**config.mk**
```make
export PLATFORM = sky130hd
export DESIGN_NAME = pipe_fd_de_regs_flat
export DESIGN_NICKNAME = d
export VERILOG_FILES = /design/src/rtl/pipe_fd_de_regs_if.sv /design/src/rtl/pipe_fd_de_regs.sv /design/src/flat_wrapper.sv
export SDC_FILE = /design/constraint.sdc
export NUM_CORES = 1
export LEC_CHECK = 0
export BUFFER_PORTS_ARGS = -buffer_cell sky130_fd_sc_hd__buf_2
export CAP_MARGIN = 10
export CORE_ASPECT_RATIO = 0.9
export CORE_MARGIN = 5
export CORE_UTILIZATION = 29
export DETAILED_ROUTE_END_ITERATION = 7
export PLACE_DENSITY = 0.64
export SYNTH_ARGS = -nofsm -noshare
export SYNTH_HDL_FRONTEND = slang
export SYNTH_SLANG_ARGS = --single-unit
```
**constraint.sdc**
```tcl
create_clock -name clk -period 4.1 [get_ports clk]
set_clock_uncertainty 0.2 [all_clocks]
set_input_delay 0.205 -clock clk [delete_from_list [all_inputs] [get_ports clk]]
set_output_delay 0.205 -clock clk [all_outputs]
set_load 0.05 [all_outputs]
```
**src/rtl/pipe_fd_de_regs_if.sv**
```systemverilog
// Bundle of the fetch/decode/execute pipeline-register signals.
// The master side is the datapath plus hazard unit; the slave side is pipe_fd_de_regs.
// Stall/flush semantics: a stall holds a stage's register contents for that cycle.
// A flush replaces them with a bubble on the next edge, and a flush overrides a stall.
// There is no valid/ready handshake; a bubble is marked by ValidD/ValidE = 0.
interface pipe_fd_de_regs_if #(
    parameter int XLEN  = 32,
    parameter int CNT_W = 32
);
    // hazard controls and fetch/decode inputs
    logic             StallF;
    logic             StallD;
    logic             FlushD;
    logic             FlushE;
    logic             PCSrcE;
    logic [XLEN-1:0]  PCTargetE;
    logic [31:0]      InstrF;
    logic [9:0]       CtrlD;
    logic [XLEN-1:0]  RD1D;
    logic [XLEN-1:0]  RD2D;
    logic [XLEN-1:0]  ImmExtD;

    // register-stage outputs
    logic [XLEN-1:0]  PCF;
    logic [31:0]      InstrD;
    logic [XLEN-1:0]  PCD;
    logic [XLEN-1:0]  PCPlus4D;
    logic [4:0]       Rs1D;
    logic [4:0]       Rs2D;
    logic [4:0]       RdD;
    logic [9:0]       CtrlE;
    logic [1:0]       ResultSrcE;
    logic [XLEN-1:0]  RD1E;
    logic [XLEN-1:0]  RD2E;
    logic [XLEN-1:0]  ImmExtE;
    logic [XLEN-1:0]  PCE;
    logic [XLEN-1:0]  PCPlus4E;
    logic [4:0]       Rs1E;
    logic [4:0]       Rs2E;
    logic [4:0]       RdE;
    logic             ValidD;
    logic             ValidE;
    logic [CNT_W-1:0] StallCnt;
    logic [CNT_W-1:0] BubbleCnt;

    modport master (
        output StallF, StallD, FlushD, FlushE, PCSrcE, PCTargetE,
               InstrF, CtrlD, RD1D, RD2D, ImmExtD,
        input  PCF, InstrD, PCD, PCPlus4D, Rs1D, Rs2D, RdD,
               CtrlE, ResultSrcE, RD1E, RD2E, ImmExtE, PCE, PCPlus4E,
               Rs1E, Rs2E, RdE, ValidD, ValidE, StallCnt, BubbleCnt
    );

    modport slave (
        input  StallF, StallD, FlushD, FlushE, PCSrcE, PCTargetE,
               InstrF, CtrlD, RD1D, RD2D, ImmExtD,
        output PCF, InstrD, PCD, PCPlus4D, Rs1D, Rs2D, RdD,
               CtrlE, ResultSrcE, RD1E, RD2E, ImmExtE, PCE, PCPlus4E,
               Rs1E, Rs2E, RdE, ValidD, ValidE, StallCnt, BubbleCnt
    );
endinterface

```
**src/rtl/pipe_fd_de_regs.sv**
```systemverilog
// Fetch PC register, IF/ID and ID/EX pipeline registers of the RV32I core.
// The block also holds saturating stall and bubble performance counters.
module pipe_fd_de_regs #(
    parameter int                XLEN     = 32,
    parameter logic [XLEN-1:0]   RESET_PC = '0,
    parameter int                CNT_W    = 32
) (
    input  logic              clk,
    input  logic              reset,
    pipe_fd_de_regs_if.slave  bus
);
    localparam logic [31:0] NOP = 32'h0000_0013;

    logic [XLEN-1:0]  r_pcf;
    logic [31:0]      r_instrd;
    logic [XLEN-1:0]  r_pcd;
    logic [XLEN-1:0]  r_pcplus4d;
    logic             r_validd;
    logic [9:0]       r_ctrle;
    logic [XLEN-1:0]  r_rd1e;
    logic [XLEN-1:0]  r_rd2e;
    logic [XLEN-1:0]  r_immexte;
    logic [XLEN-1:0]  r_pce;
    logic [XLEN-1:0]  r_pcplus4e;
    logic [4:0]       r_rs1e;
    logic [4:0]       r_rs2e;
    logic [4:0]       r_rde;
    logic             r_valide;
    logic [CNT_W-1:0] r_stall_cnt;
    logic [CNT_W-1:0] r_bubble_cnt;

    logic [XLEN-1:0]  w_pcplus4f;
    logic             w_stall_evt;

    assign w_pcplus4f  = r_pcf + XLEN'(4);
    // A stall that coincides with a flush discards the instruction, so it is not counted.
    assign w_stall_evt = bus.StallD & ~bus.FlushD;

    // Fetch PC: a redirect overrides a stall, and the increment wraps modulo 2^XLEN.
    always_ff @(posedge clk) begin
        if (reset) begin
            r_pcf <= RESET_PC;
        end else if (bus.PCSrcE) begin
            r_pcf <= bus.PCTargetE;
        end else if (!bus.StallF) begin
            r_pcf <= w_pcplus4f;
        end
    end

    // IF/ID register: a flush beats a stall, and a stall beats a load.
    always_ff @(posedge clk) begin
        if (reset || bus.FlushD) begin
            r_instrd   <= NOP;
            r_pcd      <= '0;
            r_pcplus4d <= '0;
            r_validd   <= 1'b0;
        end else if (!bus.StallD) begin
            r_instrd   <= bus.InstrF;
            r_pcd      <= r_pcf;
            r_pcplus4d <= w_pcplus4f;
            r_validd   <= 1'b1;
        end
    end

    // ID/EX register: it has no stall input, and a flush zeroes every field into a bubble.
    always_ff @(posedge clk) begin
        if (reset || bus.FlushE) begin
            r_ctrle    <= '0;
            r_rd1e     <= '0;
            r_rd2e     <= '0;
            r_immexte  <= '0;
            r_pce      <= '0;
            r_pcplus4e <= '0;
            r_rs1e     <= '0;
            r_rs2e     <= '0;
            r_rde      <= '0;
            r_valide   <= 1'b0;
        end else begin
            r_ctrle    <= bus.CtrlD;
            r_rd1e     <= bus.RD1D;
            r_rd2e     <= bus.RD2D;
            r_immexte  <= bus.ImmExtD;
            r_pce      <= r_pcd;
            r_pcplus4e <= r_pcplus4d;
            r_rs1e     <= r_instrd[19:15];
            r_rs2e     <= r_instrd[24:20];
            r_rde      <= r_instrd[11:7];
            r_valide   <= r_validd;
        end
    end

    // Performance counters: they saturate at all-ones and are cleared only by reset.
    always_ff @(posedge clk) begin
        if (reset) begin
            r_stall_cnt  <= '0;
            r_bubble_cnt <= '0;
        end else begin
            if (w_stall_evt && (r_stall_cnt != '1)) begin
                r_stall_cnt <= r_stall_cnt + 1'b1;
            end
            if (bus.FlushE && (r_bubble_cnt != '1)) begin
                r_bubble_cnt <= r_bubble_cnt + 1'b1;
            end
        end
    end

    assign bus.PCF        = r_pcf;
    assign bus.InstrD     = r_instrd;
    assign bus.PCD        = r_pcd;
    assign bus.PCPlus4D   = r_pcplus4d;
    assign bus.Rs1D       = r_instrd[19:15];
    assign bus.Rs2D       = r_instrd[24:20];
    assign bus.RdD        = r_instrd[11:7];
    assign bus.CtrlE      = r_ctrle;
    assign bus.ResultSrcE = r_ctrle[8:7];
    assign bus.RD1E       = r_rd1e;
    assign bus.RD2E       = r_rd2e;
    assign bus.ImmExtE    = r_immexte;
    assign bus.PCE        = r_pce;
    assign bus.PCPlus4E   = r_pcplus4e;
    assign bus.Rs1E       = r_rs1e;
    assign bus.Rs2E       = r_rs2e;
    assign bus.RdE        = r_rde;
    assign bus.ValidD     = r_validd;
    assign bus.ValidE     = r_valide;
    assign bus.StallCnt   = r_stall_cnt;
    assign bus.BubbleCnt  = r_bubble_cnt;
endmodule
```
**src/flat_wrapper.sv**
```systemverilog
// flat-port wrapper written by rule: the top's interface ports become plain ports
module pipe_fd_de_regs_flat 
#(
    parameter int                XLEN     = 32,
    parameter logic [XLEN-1:0]   RESET_PC = '0,
    parameter int                CNT_W    = 32
)
  (clk, reset, bus_StallF, bus_StallD, bus_FlushD, bus_FlushE, bus_PCSrcE, bus_PCTargetE, bus_InstrF, bus_CtrlD, bus_RD1D, bus_RD2D, bus_ImmExtD, bus_PCF, bus_InstrD, bus_PCD, bus_PCPlus4D, bus_Rs1D, bus_Rs2D, bus_RdD, bus_CtrlE, bus_ResultSrcE, bus_RD1E, bus_RD2E, bus_ImmExtE, bus_PCE, bus_PCPlus4E, bus_Rs1E, bus_Rs2E, bus_RdE, bus_ValidD, bus_ValidE, bus_StallCnt, bus_BubbleCnt);
  pipe_fd_de_regs_if #(.XLEN(XLEN), .CNT_W(CNT_W)) bus_i ();
  input  logic clk;
  input  logic reset;
  input wire logic [$bits(bus_i.StallF)-1:0] bus_StallF;
  input wire logic [$bits(bus_i.StallD)-1:0] bus_StallD;
  input wire logic [$bits(bus_i.FlushD)-1:0] bus_FlushD;
  input wire logic [$bits(bus_i.FlushE)-1:0] bus_FlushE;
  input wire logic [$bits(bus_i.PCSrcE)-1:0] bus_PCSrcE;
  input wire logic [$bits(bus_i.PCTargetE)-1:0] bus_PCTargetE;
  input wire logic [$bits(bus_i.InstrF)-1:0] bus_InstrF;
  input wire logic [$bits(bus_i.CtrlD)-1:0] bus_CtrlD;
  input wire logic [$bits(bus_i.RD1D)-1:0] bus_RD1D;
  input wire logic [$bits(bus_i.RD2D)-1:0] bus_RD2D;
  input wire logic [$bits(bus_i.ImmExtD)-1:0] bus_ImmExtD;
  output wire logic [$bits(bus_i.PCF)-1:0] bus_PCF;
  output wire logic [$bits(bus_i.InstrD)-1:0] bus_InstrD;
  output wire logic [$bits(bus_i.PCD)-1:0] bus_PCD;
  output wire logic [$bits(bus_i.PCPlus4D)-1:0] bus_PCPlus4D;
  output wire logic [$bits(bus_i.Rs1D)-1:0] bus_Rs1D;
  output wire logic [$bits(bus_i.Rs2D)-1:0] bus_Rs2D;
  output wire logic [$bits(bus_i.RdD)-1:0] bus_RdD;
  output wire logic [$bits(bus_i.CtrlE)-1:0] bus_CtrlE;
  output wire logic [$bits(bus_i.ResultSrcE)-1:0] bus_ResultSrcE;
  output wire logic [$bits(bus_i.RD1E)-1:0] bus_RD1E;
  output wire logic [$bits(bus_i.RD2E)-1:0] bus_RD2E;
  output wire logic [$bits(bus_i.ImmExtE)-1:0] bus_ImmExtE;
  output wire logic [$bits(bus_i.PCE)-1:0] bus_PCE;
  output wire logic [$bits(bus_i.PCPlus4E)-1:0] bus_PCPlus4E;
  output wire logic [$bits(bus_i.Rs1E)-1:0] bus_Rs1E;
  output wire logic [$bits(bus_i.Rs2E)-1:0] bus_Rs2E;
  output wire logic [$bits(bus_i.RdE)-1:0] bus_RdE;
  output wire logic [$bits(bus_i.ValidD)-1:0] bus_ValidD;
  output wire logic [$bits(bus_i.ValidE)-1:0] bus_ValidE;
  output wire logic [$bits(bus_i.StallCnt)-1:0] bus_StallCnt;
  output wire logic [$bits(bus_i.BubbleCnt)-1:0] bus_BubbleCnt;
  assign bus_i.StallF = bus_StallF;
  assign bus_i.StallD = bus_StallD;
  assign bus_i.FlushD = bus_FlushD;
  assign bus_i.FlushE = bus_FlushE;
  assign bus_i.PCSrcE = bus_PCSrcE;
  assign bus_i.PCTargetE = bus_PCTargetE;
  assign bus_i.InstrF = bus_InstrF;
  assign bus_i.CtrlD = bus_CtrlD;
  assign bus_i.RD1D = bus_RD1D;
  assign bus_i.RD2D = bus_RD2D;
  assign bus_i.ImmExtD = bus_ImmExtD;
  assign bus_PCF = bus_i.PCF;
  assign bus_InstrD = bus_i.InstrD;
  assign bus_PCD = bus_i.PCD;
  assign bus_PCPlus4D = bus_i.PCPlus4D;
  assign bus_Rs1D = bus_i.Rs1D;
  assign bus_Rs2D = bus_i.Rs2D;
  assign bus_RdD = bus_i.RdD;
  assign bus_CtrlE = bus_i.CtrlE;
  assign bus_ResultSrcE = bus_i.ResultSrcE;
  assign bus_RD1E = bus_i.RD1E;
  assign bus_RD2E = bus_i.RD2E;
  assign bus_ImmExtE = bus_i.ImmExtE;
  assign bus_PCE = bus_i.PCE;
  assign bus_PCPlus4E = bus_i.PCPlus4E;
  assign bus_Rs1E = bus_i.Rs1E;
  assign bus_Rs2E = bus_i.Rs2E;
  assign bus_RdE = bus_i.RdE;
  assign bus_ValidD = bus_i.ValidD;
  assign bus_ValidE = bus_i.ValidE;
  assign bus_StallCnt = bus_i.StallCnt;
  assign bus_BubbleCnt = bus_i.BubbleCnt;
  pipe_fd_de_regs #(.XLEN(XLEN), .RESET_PC(RESET_PC), .CNT_W(CNT_W)) u_core (.clk(clk), .reset(reset), .bus(bus_i));
endmodule
```
==> out/results.ini, run 1 <==
[run_status]
outcome=finished, final reports clean

[die]
core_mm2=0.0478
die_width_um=242
start_util_pct=29.3
die_h_um=219
dieArea_mm2=0.0529
ioPinCount=573
rows=76

[yosys]
yosysMostFrequentCell=dfxtp_1
netlist_instances=1429
yosysWarningCount=0
synth_flop_cell=dfxtp_1
syn-cell-area_mm2=0.0140
ys_ff_latch=375
yosys-top-cells-count=dfxtp_1 (375), and2_1 (184), nor2_1 (146)
avgSynthCellArea_um2=9.81
synth_edf_count=0
yosysTopAreaCell=dfxtp_1
ys_top_cells_by_area=dfxtp_1 (54%), and2_1 (8.2%), mux2i_1 (5.6%)
ys_seq_area_share_pct=53.5
async_reset_ff_share_pct=0
syn-num-nets=1609
synth_top_area_share_pct=53.5
yosysUniqueCellTypes=65

[clocking]
clockBufferDepth=3
cts_made_buffers=42
cts_tree=yes
insertion_delay_ps=560
path_clk_slew_ps=60
cts.sink_count=375
htreeDepth=2
cts_resized=0
clockRootBuffer=clkbuf_16

[critical_path]
r2r_end=u_core.bus.PCF[12]
crit_path_end_kind=register
worstPathArrival_ps=3010
crit_fanout=10
r2r_cells=7
r2r-start=u_core.bus.PCF[2]
reg2reg_setup_slack_ps=1340
worst_ep_required_time_ps=4340
crit_path_start_kind=register
crit_type=reg -> reg

[global_routing]
grt_pass1_vias=13042
grt_pass1_wl_mm=81.3
gr-total-overflow=0
antenna_found_initial=4
grt_max_degree=181
grtUsageTotal_pct=19.4

[cells_and_area]
fin_nets=2324
fillers=4475
synthToLayoutAreaGrowth_pct=47.8
instances_no_fill=2803
drive_gt1_share_pct=31.6

[sta]
setup-tns-final_ps=0
finalCriticalPeriod_ps=2760
rsz0062_at_grt=false
period_share_pct=67.4
relSlewSlack_pct=26.7
timing.fmax_mhz=362
finalMaxSlewViolations=0
setup_viol=0
hold_viol_final=0
tightestPinTransition_ps=1100

[job]
max-cap-violations=0

[route]
first_pass_iters=7
routed_wl_mm=54.3
drc_errors=0
wire_per_inst_um=19.4
drt_iter0_drc=607
vias_per_cell=4.65
vias=13043
ant_nets=0

[placement]
place_congestion=0.868
dpl.hpwl_mm=37.9
placed_cells=2514
port_buffers=572

[min_path]
holdPathEnd=u_core.bus.RD1E[4]
worstHoldStart=bus_RD1D[4]
hold_class=in -> reg
whs_path_depth=3

[power_and_ir_drop]
peakVddDrop_v=0.000238
p_per_area_mw_per_mm2=429
power_leakage_nw=9.54

==> sequential cells by signal, indices dropped and copies added, names as in the netlist <==
name / cells
u_core.bus.ImmExtE: 32
u_core.bus.StallCnt: 32
u_core.bus.PCF: 32
u_core.bus.ValidE: 1
u_core.bus.RD2E: 32
u_core.bus.InstrD: 32
u_core.bus.Rs1E: 5
u_core.bus.PCPlus4D: 30
u_core.bus.RD1E: 32
u_core.bus.ValidD: 1
u_core.bus.Rs2E: 5
u_core.bus.BubbleCnt: 32
u_core.bus.CtrlE: 10
u_core.bus.PCPlus4E: 32
u_core.bus.PCE: 30
u_core.bus.RdE: 5
u_core.bus.PCD: 32
==> worst max-delay path: stages (launching register included) <==
cell,delay [ps]
dfxtp_1,450
ha_1,300
nand3_4,160
nor4_1,580
xor2_1,150
mux2i_1,150
nor2_1,60
dlygate4sd3_1,590
==> logic make-up (layout without fill, tap and decap cells) <==
| family | after synthesis | in the layout | synth area share [%] |
|---|---|---|---|
| XOR/XNOR | 61 | 61 | 3.81 |
| AO/OA/AOI/OAI | 176 | 176 | 7.95 |
| adder cells (fa/ha/maj) | 3 | 3 | 0.268 |
| buffers and inverters | 141 | 888 | 4.81 |
| AND/OR/NAND/NOR | 587 | 587 | 23.4 |
| flip-flops | 375 | 375 | 53.5 |
| other | 0 | 3 | 0 |
| multiplexers | 86 | 86 | 6.21 |
==> metrics by stage <==
stage          power, mW  setup slack, ps  cell area [um2]  util [%]  hold slack, ps
6_report            8.89             1340            20700      43.3             184
5_1_grt             9.20             1090            20700      43.3             167
4_1_cts             8.98             1380            20700      43.3             136
3_5_place_dp        4.81             1450            17200      35.9             207
3_3_place_gp        4.80             1590            17200      35.9             205
2_1_floorplan       4.52             1420            14000         -             127
==> cell usage in the layout, fill, tap and decap left out, types with 27 or more instances in the layout <==
| cell | instances |
|---|---|
| xor2_1 | 27 |
| dfxtp_1 | 375 |
| o21ai_0 | 48 |
| and2_1 | 184 |
| xnor2_1 | 34 |
| nor2_1 | 144 |
| dlygate4sd3_1 | 210 |
| nor3_1 | 37 |
| buf_2 | 570 |
| nand2_1 | 37 |
| clkbuf_16 | 43 |
| a21oi_1 | 73 |
| nand3_1 | 31 |
| or3_1 | 33 |
| mux2i_1 | 78 |
==> final cells by class <==
class                   count  area, um2  share of cell area (%)
inverters                  26       97.6                   0.471
clock buffers              59       1220                    5.87
diodes                      3       7.51                  0.0362
well taps                 624        781                    3.77
clock inverters            17        244                    1.18
flip-flops and latches    375       7510                    36.2
multi-input cells         913       5860                    28.3
repair buffers            786       5020                    24.2
==> worst max path at each step <==
stage | start | to | slack [ps] | cells past startpoint
after floorplan | u_core.bus.PCF[2] | u_core.bus.PCPlus4D[26] | 1420 | 8
after global placement | u_core.bus.PCF[2] | u_core.bus.PCPlus4D[26] | 1590 | 6
after detailed placement | u_core.bus.BubbleCnt[0] | u_core.bus.BubbleCnt[1] | 1450 | 6
after CTS | u_core.bus.PCF[2] | u_core.bus.PCF[12] | 1380 | 7
after global routing | u_core.bus.BubbleCnt[0] | u_core.bus.BubbleCnt[7] | 1090 | 6
final | u_core.bus.PCF[2] | u_core.bus.PCF[12] | 1340 | 7
==> metal layers <==
metal	vias up	track usage, %	wire (um)
met3	92	6.00	4080
met1	6236	23.2	22100
met5	-	0	39
li1	6265	-	-
met2	444	33.7	26800
met4	6	5.55	1370
==> where the power goes <==
part	internal (mW)	total [mW]	leakage, nW	switching (mW)
sequential	3.75	3.84	3.05	0.0972
clock	2.40	3.98	0.723	1.58
combinational	0.380	1.07	5.77	0.686
total	6.53	8.89	9.54	2.36
==> timing repair <==
| action | 4_1_cts | 5_1_grt |
|---|---|---|
| hold buffers | 210 | 0 |
| setup buffers | 0 | 0 |
| hold endpoints to repair | 200 | 0 |
(Power assumes the default switching activity.)
==> inputs of run 2 (changes only) <==
Clock period 4.1 ns to 2.7 ns, I/O delays scaled along.
==> out/results.ini, run 2 (same netlist as run 1, synthesis figures left out) <==
[run_status]
outcome=finished, final reports clean

[cells_and_area]
synthToLayoutAreaGrowth_pct=47.3
stdcell_area_mm2=0.0207
instances_no_fill=2795
fin_util_pct=43.2
fin_nets=2321
drive_gt1_share_pct=32.9
layout_common_cells=buf_2 (570), dfxtp_1 (375), and2_1 (184)
fillers=4506
final_common_cell=buf_2

[sta]
worst_hold_slack_ps=104
timing.final.ws_setup_ps=116
timing.fmax_mhz=387
finalCriticalPeriod_ps=2580
hold_viol_final=0
finalMaxSlewViolations=0
setup-tns-final_ps=0
tightestPinTransition_ps=975
relSlewSlack_pct=34.9
setup_viol=0
period_share_pct=95.7

[die]
die_width_um=242
start_util_pct=29.3
dieArea_mm2=0.0529
rows=76
die_h_um=219
core_mm2=0.0478
ioPinCount=573

[power_and_ir_drop]
power_leakage_nw=9.56
internal-power_mw=9.94
combPwrFrac_pct=12.1
swShare_pct=26.3
power.net_switching_mw=3.55
peakVddDrop_v=0.000352
power_mw=13.5
p_clk_share_pct=44.8
seq_power_share_pct=43.1
p_per_area_mw_per_mm2=653

[placement]
pre_cts_slack_ps=149
dpl.hpwl_mm=38.5
place_congestion=0.849
dpl_cell_area_mm2=0.0174
placed_cells=2540
port_buffers=572

[route]
vias_per_cell=4.65
vias=13005
drt_iter0_drc=665
ant_nets=0
wire_per_inst_um=19.3
first_pass_iters=5
routed_wl_mm=53.9
drc_errors=0

[critical_path]
max_stage_delay_ps=520
crit_path_end_kind=register
cpMaxStageDelayCell=or3_1
worstPathArrival_ps=2810
crit_type=reg -> reg
crit_chain=ha_1, nand3_4, or3_1, nor4_1, nor3_1, a2111oi_0
worst_ep_required_time_ps=2930
crit_fanout=10
crit_path_start_kind=register

[clocking]
cts_made_buffers=41
clockRootBuffer=clkbuf_16
path_clk_slew_ps=60
cts.sink_count=375
cts_tree=yes
insertion_delay_ps=570
cts_setup_buffers=0
clockBufferDepth=3
htreeDepth=2

[job]
max-cap-violations=0

[global_routing]
grt_pass1_wl_mm=79.9
antenna_found_initial=6
gr-total-overflow=0
grt_pass1_vias=13079
grtUsageTotal_pct=19.1
grt_max_degree=117

[min_path]
hold_class=in -> reg

[run 2: layout make-up]
class | instances | area (um2) | area share [%]
Clock inverter | 16 | 290 | 1.40
Multi-Input combinational cell | 913 | 5870 | 28.4
Inverter | 26 | 97.6 | 0.472
Clock buffer | 53 | 1150 | 5.58
Sequential cell | 375 | 7510 | 36.3
Antenna cell | 4 | 10.0 | 0.0484
Timing Repair Buffer | 784 | 4960 | 24.0
Tap cell | 624 | 781 | 3.78
[run 2: what timing repair did]
| action | CTS | global route |
|---|---|---|
| resized for setup | 0 | 3 |
| setup endpoints to repair | 0 | 4 |
| hold endpoints to repair | 239 | 0 |
| hold buffers | 182 | 0 |
[run 2: per-layer routing]
metal  wire (um)  track usage (%)  share of wire, %
met3        3850             5.55               7.1
met1       22000             23.0                41
met2       25900             32.4                48
met4        2010             7.80               3.7
met5          53                0             0.098
[run 2: worst paths after layout]
path	startpoint	to	slack (ps)	depth (start not counted)
worst max-delay path	u_core.bus.PCF[3]	u_core.bus.PCF[30]	120	6
worst min-delay path	bus_RD2D[31]	u_core.bus.RD2E[31]	100	3
worst max register to register	u_core.bus.PCF[3]	u_core.bus.PCF[30]	120	6
worst min register to register	u_core.bus.InstrD[0]	u_core.bus.InstrD[0]	280	2
[run 2: worst max-delay path: cells and delay by family, from the launching register on]
family	cells	cell delay, ps
simple gates	4	1150
compound gates	1	370
flops	1	430
fa+ha+maj	1	280
[run 2: power by group through the flow]
stage	clock [mW]	combinational [mW]	sequential (mW)
CTS	6.21	1.63	5.81
floorplan	0	0.440	6.42
global route	6.41	1.72	5.83
finish	6.05	1.63	5.81
global placement	0	1.39	5.93
detailed placement	0	1.40	5.93
